## config.mk

```make
export PLATFORM = sky130hd
export DESIGN_NAME = frame_sched
export DESIGN_NICKNAME = d
export VERILOG_FILES = /design/src/rtl/frame_sched.sv
export SDC_FILE = /design/constraint.sdc
export NUM_CORES = 1
export LEC_CHECK = 0
export ABC_AREA = 1
export CAP_MARGIN = 20
export CORE_MARGIN = 2
export CORE_UTILIZATION = 55
export CTS_BUF_LIST = sky130_fd_sc_hd__clkbuf_8
export CTS_CLUSTER_SIZE = 10
export DETAILED_ROUTE_END_ITERATION = 12
export GPL_TIMING_DRIVEN = 0
export PLACE_DENSITY = 0.81
export SLEW_MARGIN = 20
export SYNTH_ARGS = -nofsm -noshare
export SYNTH_HDL_FRONTEND = slang
export SYNTH_SLANG_ARGS = --single-unit
```

## constraint.sdc

```tcl
create_clock -name i_clk -period 3.2 [get_ports i_clk]
set_input_delay 0.64 -clock i_clk [delete_from_list [all_inputs] [get_ports i_clk]]
set_output_delay 0.64 -clock i_clk [all_outputs]
set_load 0.02 [all_outputs]
```

## src/rtl/frame_sched.sv

```systemverilog
// frame_sched: vblank-triggered req/ack sequencer walking game-logic clients once per frame
module frame_sched #(
  parameter int N_CLIENTS = 4,
  parameter int TIMEOUT = 1024,
  parameter int FRAME_DIV = 1
) (
  input  logic                 i_clk,
  input  logic                 i_rst_n,
  input  logic                 i_vblank,
  input  logic                 i_enable,
  input  logic [N_CLIENTS-1:0] i_ack,
  input  logic                 i_clr_err,
  output logic [N_CLIENTS-1:0] o_req,
  output logic                 o_busy,
  output logic                 o_frame_done,
  output logic                 o_overrun,
  output logic [N_CLIENTS-1:0] o_err,
  output logic [15:0]          o_frame_cnt
);
  typedef enum logic {IDLE, RUN} state_t;
  state_t state_q;
  logic vb_q, arm_q, busy_q, done_q, ovr_q;
  logic [7:0] div_q;
  logic [15:0] timer_q, cnt_q;
  logic [N_CLIENTS-1:0] req_q, err_q, err_set;
  logic rise, run_ok, hit, tmo;
  // arm_q blocks a vblank already high at reset release from looking like a rising edge
  always_comb begin
    rise = i_vblank & ~vb_q & arm_q;
    run_ok = (state_q == RUN) & i_vblank;
    hit = |(i_ack & req_q);
    tmo = timer_q == 16'(TIMEOUT - 1);
    err_set = (run_ok & ~hit & tmo) ? req_q : '0;
  end
  // sequencer: one-hot request walk, all outputs registered
  always_ff @(posedge i_clk or negedge i_rst_n) begin
    if (!i_rst_n) begin
      state_q <= IDLE;
      vb_q <= 1'b0;
      arm_q <= 1'b0;
      div_q <= '0;
      timer_q <= '0;
      cnt_q <= '0;
      req_q <= '0;
      err_q <= '0;
      busy_q <= 1'b0;
      done_q <= 1'b0;
      ovr_q <= 1'b0;
    end else begin
      vb_q <= i_vblank;
      arm_q <= arm_q | ~i_vblank;
      done_q <= 1'b0;
      ovr_q <= 1'b0;
      err_q <= (i_clr_err ? '0 : err_q) | err_set;
      if (rise) div_q <= (div_q == 8'(FRAME_DIV - 1)) ? '0 : div_q + 8'd1;
      if (state_q == IDLE) begin
        if (rise && div_q == '0 && i_enable) begin
          state_q <= RUN;
          req_q <= N_CLIENTS'(1);
          busy_q <= 1'b1;
          timer_q <= '0;
        end
      end else if (!i_vblank) begin
        state_q <= IDLE;
        req_q <= '0;
        busy_q <= 1'b0;
        ovr_q <= 1'b1;
      end else if (hit || tmo) begin
        timer_q <= '0;
        if (req_q[N_CLIENTS-1]) begin
          state_q <= IDLE;
          req_q <= '0;
          busy_q <= 1'b0;
          done_q <= 1'b1;
          cnt_q <= cnt_q + 16'd1;
        end else begin
          req_q <= req_q << 1;
        end
      end else if (timer_q != 16'hFFFF) begin
        timer_q <= timer_q + 16'd1;
      end
    end
  end
  assign o_req = req_q;
  assign o_busy = busy_q;
  assign o_frame_done = done_q;
  assign o_overrun = ovr_q;
  assign o_err = err_q;
  assign o_frame_cnt = cnt_q;
endmodule

```

==> results of run 1 <==
[cells in the final DEF (no fill, tap or decap), drive strengths merged]
master and instances:
a21oi 1, buf 7, bufinv 1, clkbuf 5
clkdlybuf4s50 34, clkinvlp 1, dfrtp 54, ha 4
inv 43, nand2 143, nand3 33, nand3b 1
nand4 16, nor2 52, nor3 7, o21ai 23
xnor2 8, xor2 15
[cell type report]
| class | count | share of cell area (%) |
|---|---|---|
| well taps | 72 | 2.52 |
| clock buffers | 5 | 1.93 |
| multi-input cells | 303 | 41.1 |
| repair buffers | 35 | 9.73 |
| plain buffers | 6 | 1.40 |
| inverters | 42 | 4.41 |
| flip-flops and latches | 54 | 37.8 |
| clock inverters | 3 | 1.16 |
[worst max path at each step]
stage	depth (start not counted)	endpoint	slack, ps
4_1_cts	9	timer_q[12]$_DFFE_PN0P_	990
3_3_place_gp	1	o_frame_cnt[5]$_DFFE_PN0P_	-100
5_1_grt	8	timer_q[7]$_DFFE_PN0P_	810
6_report	9	timer_q[12]$_DFFE_PN0P_	970
3_5_place_dp	9	timer_q[7]$_DFFE_PN0P_	660
2_1_floorplan	10	timer_q[1]$_DFFE_PN0P_	1470
[power by group]
group	leakage [nW]	total (mW)	switching [mW]	internal, mW
clock	0.0556	0.451	0.220	0.231
sequential	0.698	0.778	0.0478	0.730
combinational	0.928	0.265	0.170	0.0949
total	1.68	1.49	0.439	1.06
[layer usage]
metal	vias to the layer above	global-route usage (%)
met4	0	5.79
met2	54	35.1
li1	1365	-
met5	-	0
met1	1248	31.1
met3	7	3.33
[through the flow]
| stage | total power [mW] | cells | area [sq um] | setup WS [ps] |
|---|---|---|---|---|
| finish | 1.49 | 520 | 3570 | 971 |
| CTS | 1.51 | 520 | 3570 | 987 |
| floorplan | 0.959 | 405 | 3030 | 1470 |
| global placement | 1.05 | 512 | 3470 | -98.2 |
| detailed placement | 1.06 | 512 | 3460 | 658 |
| global route | 1.57 | 520 | 3570 | 809 |
[synth_stat cells, types with 2 or more instances]
cell     instances  area [sq um]
nand2_1        138           518
dfrtp_1         54          1350
nor2_1          48           180
inv_1           40           150
nand3_1         32           160
o21ai_0         22           110
nand4_1         16           100
xor2_1          15           131
xnor2_1          8          70.1
nor3_1           7          35.0
ha_1             4          50.1
nand2_2          4          25.0
buf_4            3          22.5
nor2_2           3          18.8
buf_6            2          22.5
inv_2            2          7.51
[kinds of logic (layout without fill, tap and decap cells)]
kind of cell | after synthesis | count (layout) | share of synthesized area (%)
adder cells (fa/ha/maj) | 4 | 4 | 1.65
flip-flops | 54 | 54 | 44.6
AND/OR/NAND/NOR | 252 | 252 | 35.8
AO/OA/AOI/OAI | 24 | 24 | 4.34
buffers and inverters | 48 | 91 | 6.86
XOR/XNOR | 23 | 23 | 6.66
[flip-flops by register name, summed over array words and instances, names as in the netlist]
register and flops:
o_frame_done 1, arm_q 1, o_frame_cnt 16, timer_q 16, o_overrun 1, o_req 4, vb_q 1, div_q 8
o_err 4, o_busy 1, state_q 1
[worst register-to-register path, stage by stage, from the launching register on]
cell and delay, ps:
dfrtp_1 430, ha_1 260, nand3_1 170, nor2_1 100
nand2_1 140, nand2_2 100, nor2_1 270, nand2_1 160
buf_4 210, nand3_1 80, nand2_1 50
==> flow_metrics.env, run 1 <==
export IMPL_drc_errors=0
export IMPL_syn_area_sq_um=3030
export IMPL_synth_seq_cells=54
export IMPL_hold_slack_ps=358
export IMPL_cp_arrival_ps=2430
export IMPL_cts_buffers=5
export IMPL_wl_met3_microns=231
export IMPL_wl_per_cell_microns=11.9
export IMPL_max_stage_delay_ps=550
export IMPL_antenna_left=0
export IMPL_cts_htree_levels=2
export IMPL_tightest_slew_ps=724
export IMPL_dp_hpwl_mm=4.60
export IMPL_crit_slowest_cell="clkdlybuf4s50_1"
export IMPL_core_sq_um=5410
export IMPL_critPathRequiredTime_ps=3400
export IMPL_yosys_cell_types_count=23
export IMPL_clkTransAtPathRegs_ps=100
export IMPL_max_freq_mhz=449
export IMPL_total_leakage_power_nw=1.68
export IMPL_layout_drive_gt1_share_pct=6.03
export IMPL_gp_congestion=0.913
export IMPL_period_minus_slack_ps=2230
export IMPL_met1Wirelength_mm=2.99
export IMPL_cts_root_buf="clkbuf_8"
export IMPL_synth_top_flop_cell="dfrtp_1"
export IMPL_synthArstFlopShare_pct=100
export IMPL_yosysWarnings=0
export IMPL_end_kind="flip-flop"
export IMPL_rsz0062_at_grt="no"
export IMPL_wl_mm=6.21
export IMPL_worst_path_max_fanout=10
export IMPL_reg2reg_depth=10
export IMPL_die_height_microns=78.2
export IMPL_die_x_microns=78.2
export IMPL_slew_headroom_pct=51.4
export IMPL_ff2ff_setup_slack_ps=1130
export IMPL_clock_skew_ps=11.7
export IMPL_avgViaCountPerCell=5.14
export IMPL_cpMostUsedCell="nand2_1"
export IMPL_tritoncts="built"
export IMPL_grt_pass1_vias=2411
export IMPL_powerDensity_nw_per_um2=418
export IMPL_finalCritPeriodShare_pct=69.7
export IMPL_top_layer_used="met4"
export IMPL_synth_edf_count=0
export IMPL_grt_pass1_wl_mm=10.9
export IMPL_critical_path_top_delay_family="simple AND/OR/NAND/NOR gates"
export IMPL_syn_nets=418
export IMPL_fin_util_pct=66.1
export IMPL_seq_area_sq_um=1350
export IMPL_fill_cells=474
export IMPL_rr_endpoint="timer_q[7]$_DFFE_PN0P_"
export IMPL_worst_path_buf_inv=2
export IMPL_ctsHoldBuffers=0
export IMPL_syn2layout_area_growth_pct=18.1
export IMPL_io_buffers=35
export IMPL_rows=27
export IMPL_setup_viol_count_final=0
export IMPL_outcome="finished, final reports clean"
export IMPL_clk_latency_ps=310
export IMPL_num_vias=2674
export IMPL_overflow=0
export IMPL_synth_avg_cell_area_sq_um=7.47
export IMPL_drv_slew=0
export IMPL_dieArea_sq_um=6110
export IMPL_clockBufferDepth=2
export IMPL_drtIter0Drc=167
export IMPL_cts_resized=0
export IMPL_syn_inst=405
export IMPL_peakVddDrop_v=0.000213
export IMPL_start_util_pct=56.0
export IMPL_post_cts_buffers=0
export IMPL_dr_wl_met2_mm=2.92
export IMPL_cts_sinks=54
export IMPL_max_cap_violations=0
export IMPL_grt_max_degree=55
export IMPL_antennaDiodeCount=0
export IMPL_r2r_start="timer_q[0]$_DFFE_PN0P_"
export IMPL_drt_pass1_iterations=4
export IMPL_boundaryPins=36
export IMPL_yosysSeqAreaShare_pct=44.6
export IMPL_path_cells="clkdlybuf4s50_1 > nand2_1 > nor2_2 > nand4_1 > nand2_2 > o21ai_4 > buf_6 > nand2_1 > nand2_1"
export IMPL_critical_path_class="in2reg"
export IMPL_startpoint="i_vblank"
export IMPL_final_hold_violation_count=0
export IMPL_grt_antenna_before_repair=0
export IMPL_groute_usage_overall_pct=21.8
export IMPL_start_kind="input port"
export IMPL_nets=460
export IMPL_finalSetupTns_ps=0
export IMPL_multi_input_area_sq_um=1470
export IMPL_hold_class="in2async"
Power figures use the tool's default switching activity.
==> inputs of run 2 (changes only) <==
clock period = 2.24 ns   (was 3.2 ns; I/O delays follow)
==> run 2 against run 1 <==
  * Clock-buffer cell count did not move
  * Hold slack got worse by 190 ps
  * Cell count did not move
  * Non-clock buffer count did not move
  * Sequential power rose by 43%
  * Critical endpoint unchanged
  * Highest routed layer unchanged
==> flow_metrics.env, run 2 (synthesis results as in run 1) <==
export IMPL_outcome="finished, final reports clean"
export IMPL_p_sw_mw=0.629
export IMPL_layout_drive_gt1_share_pct=6.25
export IMPL_clock_skew_ps=11.9
export IMPL_crit_slowest_cell="clkdlybuf4s50_1"
export IMPL_die_x_microns=78.2
export IMPL_slew_headroom_pct=52.9
export IMPL_r2r_start="timer_q[0]$_DFFE_PN0P_"
export IMPL_fin_ws_ps=208
export IMPL_critical_path_top_delay_family="simple AND/OR/NAND/NOR gates"
export IMPL_switching_share_pct=29.4
export IMPL_setup_viol_count_final=0
export IMPL_boundaryPins=36
export IMPL_layout_common_cells="nand2_1, dfrtp_1, nor2_1"
export IMPL_hold_slack_ps=163
export IMPL_drv_slew=0
export IMPL_nets=460
export IMPL_start_kind="input port"
export IMPL_grt_pass1_wl_mm=10.9
export IMPL_gp_congestion=0.913
export IMPL_core_sq_um=5410
export IMPL_pre_cts_slack_ps=-110
export IMPL_dp_hpwl_mm=4.60
export IMPL_rsz0062_at_grt="no"
export IMPL_ff2ff_setup_slack_ps=220
export IMPL_setup_worst_path_end="timer_q[12]$_DFFE_PN0P_"
export IMPL_fill_cells=475
export IMPL_end_kind="flip-flop"
export IMPL_pwr_share_clk_pct=30.1
export IMPL_startpoint="i_vblank"
export IMPL_grt_pass1_vias=2411
export IMPL_num_vias=2689
export IMPL_drc_errors=0
export IMPL_final_hold_violation_count=0
export IMPL_io_buffers=35
export IMPL_max_cap_violations=0
export IMPL_reg2reg_depth=9
export IMPL_cts_sinks=54
export IMPL_rows=27
export IMPL_cpMostUsedCell="nand2_1"
export IMPL_drt_pass1_iterations=4
export IMPL_avgViaCountPerCell=5.17
export IMPL_internal_power_mw=1.51
export IMPL_cts_root_buf="clkbuf_8"
export IMPL_overflow=0
export IMPL_clk_latency_ps=310
export IMPL_fin_util_pct=66.2
export IMPL_die_height_microns=78.2
export IMPL_finalCritPeriodShare_pct=90.7
export IMPL_worst_path_buf_inv=2
export IMPL_wl_per_cell_microns=12.0
export IMPL_period_minus_slack_ps=2030
export IMPL_antennaDiodeCount=0
export IMPL_groute_usage_overall_pct=21.8
export IMPL_max_stage_delay_ps=550
export IMPL_cp_arrival_ps=2230
export IMPL_hold_class="in2async"
export IMPL_clockBufferDepth=2
export IMPL_total_leakage_power_nw=1.68
export IMPL_antenna_left=0
export IMPL_cts_htree_levels=2
export IMPL_grt_antenna_before_repair=0
export IMPL_crit_cells=9
export IMPL_powerDensity_nw_per_um2=598
export IMPL_wl_mm=6.24
export IMPL_start_util_pct=56.0
export IMPL_clkTransAtPathRegs_ps=100
export IMPL_worst_path_max_fanout=10
export IMPL_layout_commonest_cell="nand2_1"
export IMPL_grt_max_degree=55
export IMPL_rr_endpoint="timer_q[12]$_DFFE_PN0P_"
export IMPL_drtIter0Drc=149
export IMPL_power_frac_seq_pct=52.0
export IMPL_tritoncts="built"
export IMPL_comb_power_share_pct=17.9
export IMPL_max_freq_mhz=492
export IMPL_dieArea_sq_um=6110
export IMPL_tightest_slew_ps=702
export IMPL_syn2layout_area_growth_pct=18.2
export IMPL_critPathRequiredTime_ps=2440
export IMPL_critical_path_class="in2reg"
export IMPL_peakVddDrop_v=0.000305
export IMPL_power_mw=2.14
export IMPL_path_cells="clkdlybuf4s50_1 > nand2_1 > nor2_2 > nand4_1 > nand2_2 > o21ai_4 > buf_6 > nand2_1 > nand2_1"
export IMPL_cts_buffers=5
-- run 2: cell types whose count changed in the layout (fill, tap and decap cells not counted) --
cell    before  now
nor2_1      48   47
nor2_2       3    4
-- run 2: repair_timing --
action                                  in CTS  in global routing
hold endpoints to repair                     0                  0
buffers inserted                             0                  0
endpoints found under the setup margin       0                 10
hold buffers                                 0                  0
resized for setup                            0                  1
-- run 2: layer usage --
layer / track usage [%] / vias up / wire length (microns)
li1: - / 1364 / -
met1: 31.1 / 1254 / 2990
met2: 35.1 / 64 / 2910
met3: 3.33 / 7 / 266
met4: 5.79 / 0 / 69
met5: 0 / - / 0
-- run 2: power by group through the flow --
stage               logic (mW)  registers [mW]  clock network (mW)
finish                   0.382            1.11               0.645
floorplan                0.234            1.14                   0
global route             0.428            1.12               0.698
CTS                      0.384            1.11               0.662
detailed placement       0.382            1.13                   0
global placement         0.368            1.13                   0
-- run 2: worst register-to-register path: cells and delay by family, from the launching register on --
family / cells / cell delay, ps
AND/OR/NAND/NOR: 6 / 760
flip-flops: 1 / 430
AO/OA/AOI/OAI: 1 / 310
adder cells (fa/ha/maj): 1 / 260
buffers and inverters: 1 / 180
-- run 2: layout make-up --
cell class | count | area (sq um) | area share (%)
Inverter | 42 | 158 | 4.41
Sequential cell | 54 | 1350 | 37.8
Timing Repair Buffer | 35 | 348 | 9.72
Tap cell | 72 | 90.1 | 2.52
Buffer | 6 | 50.0 | 1.40
Clock buffer | 5 | 68.8 | 1.92
Clock inverter | 3 | 41.3 | 1.15
Multi-Input combinational cell | 303 | 1470 | 41.1
-- run 2: worst min path at each step --
stage,to,slack [ps],depth (start not counted)
global route,div_q[5]$_DFFE_PN0N_,220,1
finish,div_q[5]$_DFFE_PN0N_,160,1
CTS,div_q[4]$_DFFE_PN0N_,190,1
detailed placement,arm_q$_DFF_PN0_,450,2
floorplan,arm_q$_DFF_PN0_,150,0
global placement,arm_q$_DFF_PN0_,440,2
-- run 2: per-stage QoR --
step	instance area, sq um	std cells	setup TNS, ps
floorplan	3030	405	0
global placement	3470	512	-47610
detailed placement	3460	512	-1220
CTS	3570	520	0
global route	3580	520	0
finish	3580	520	0
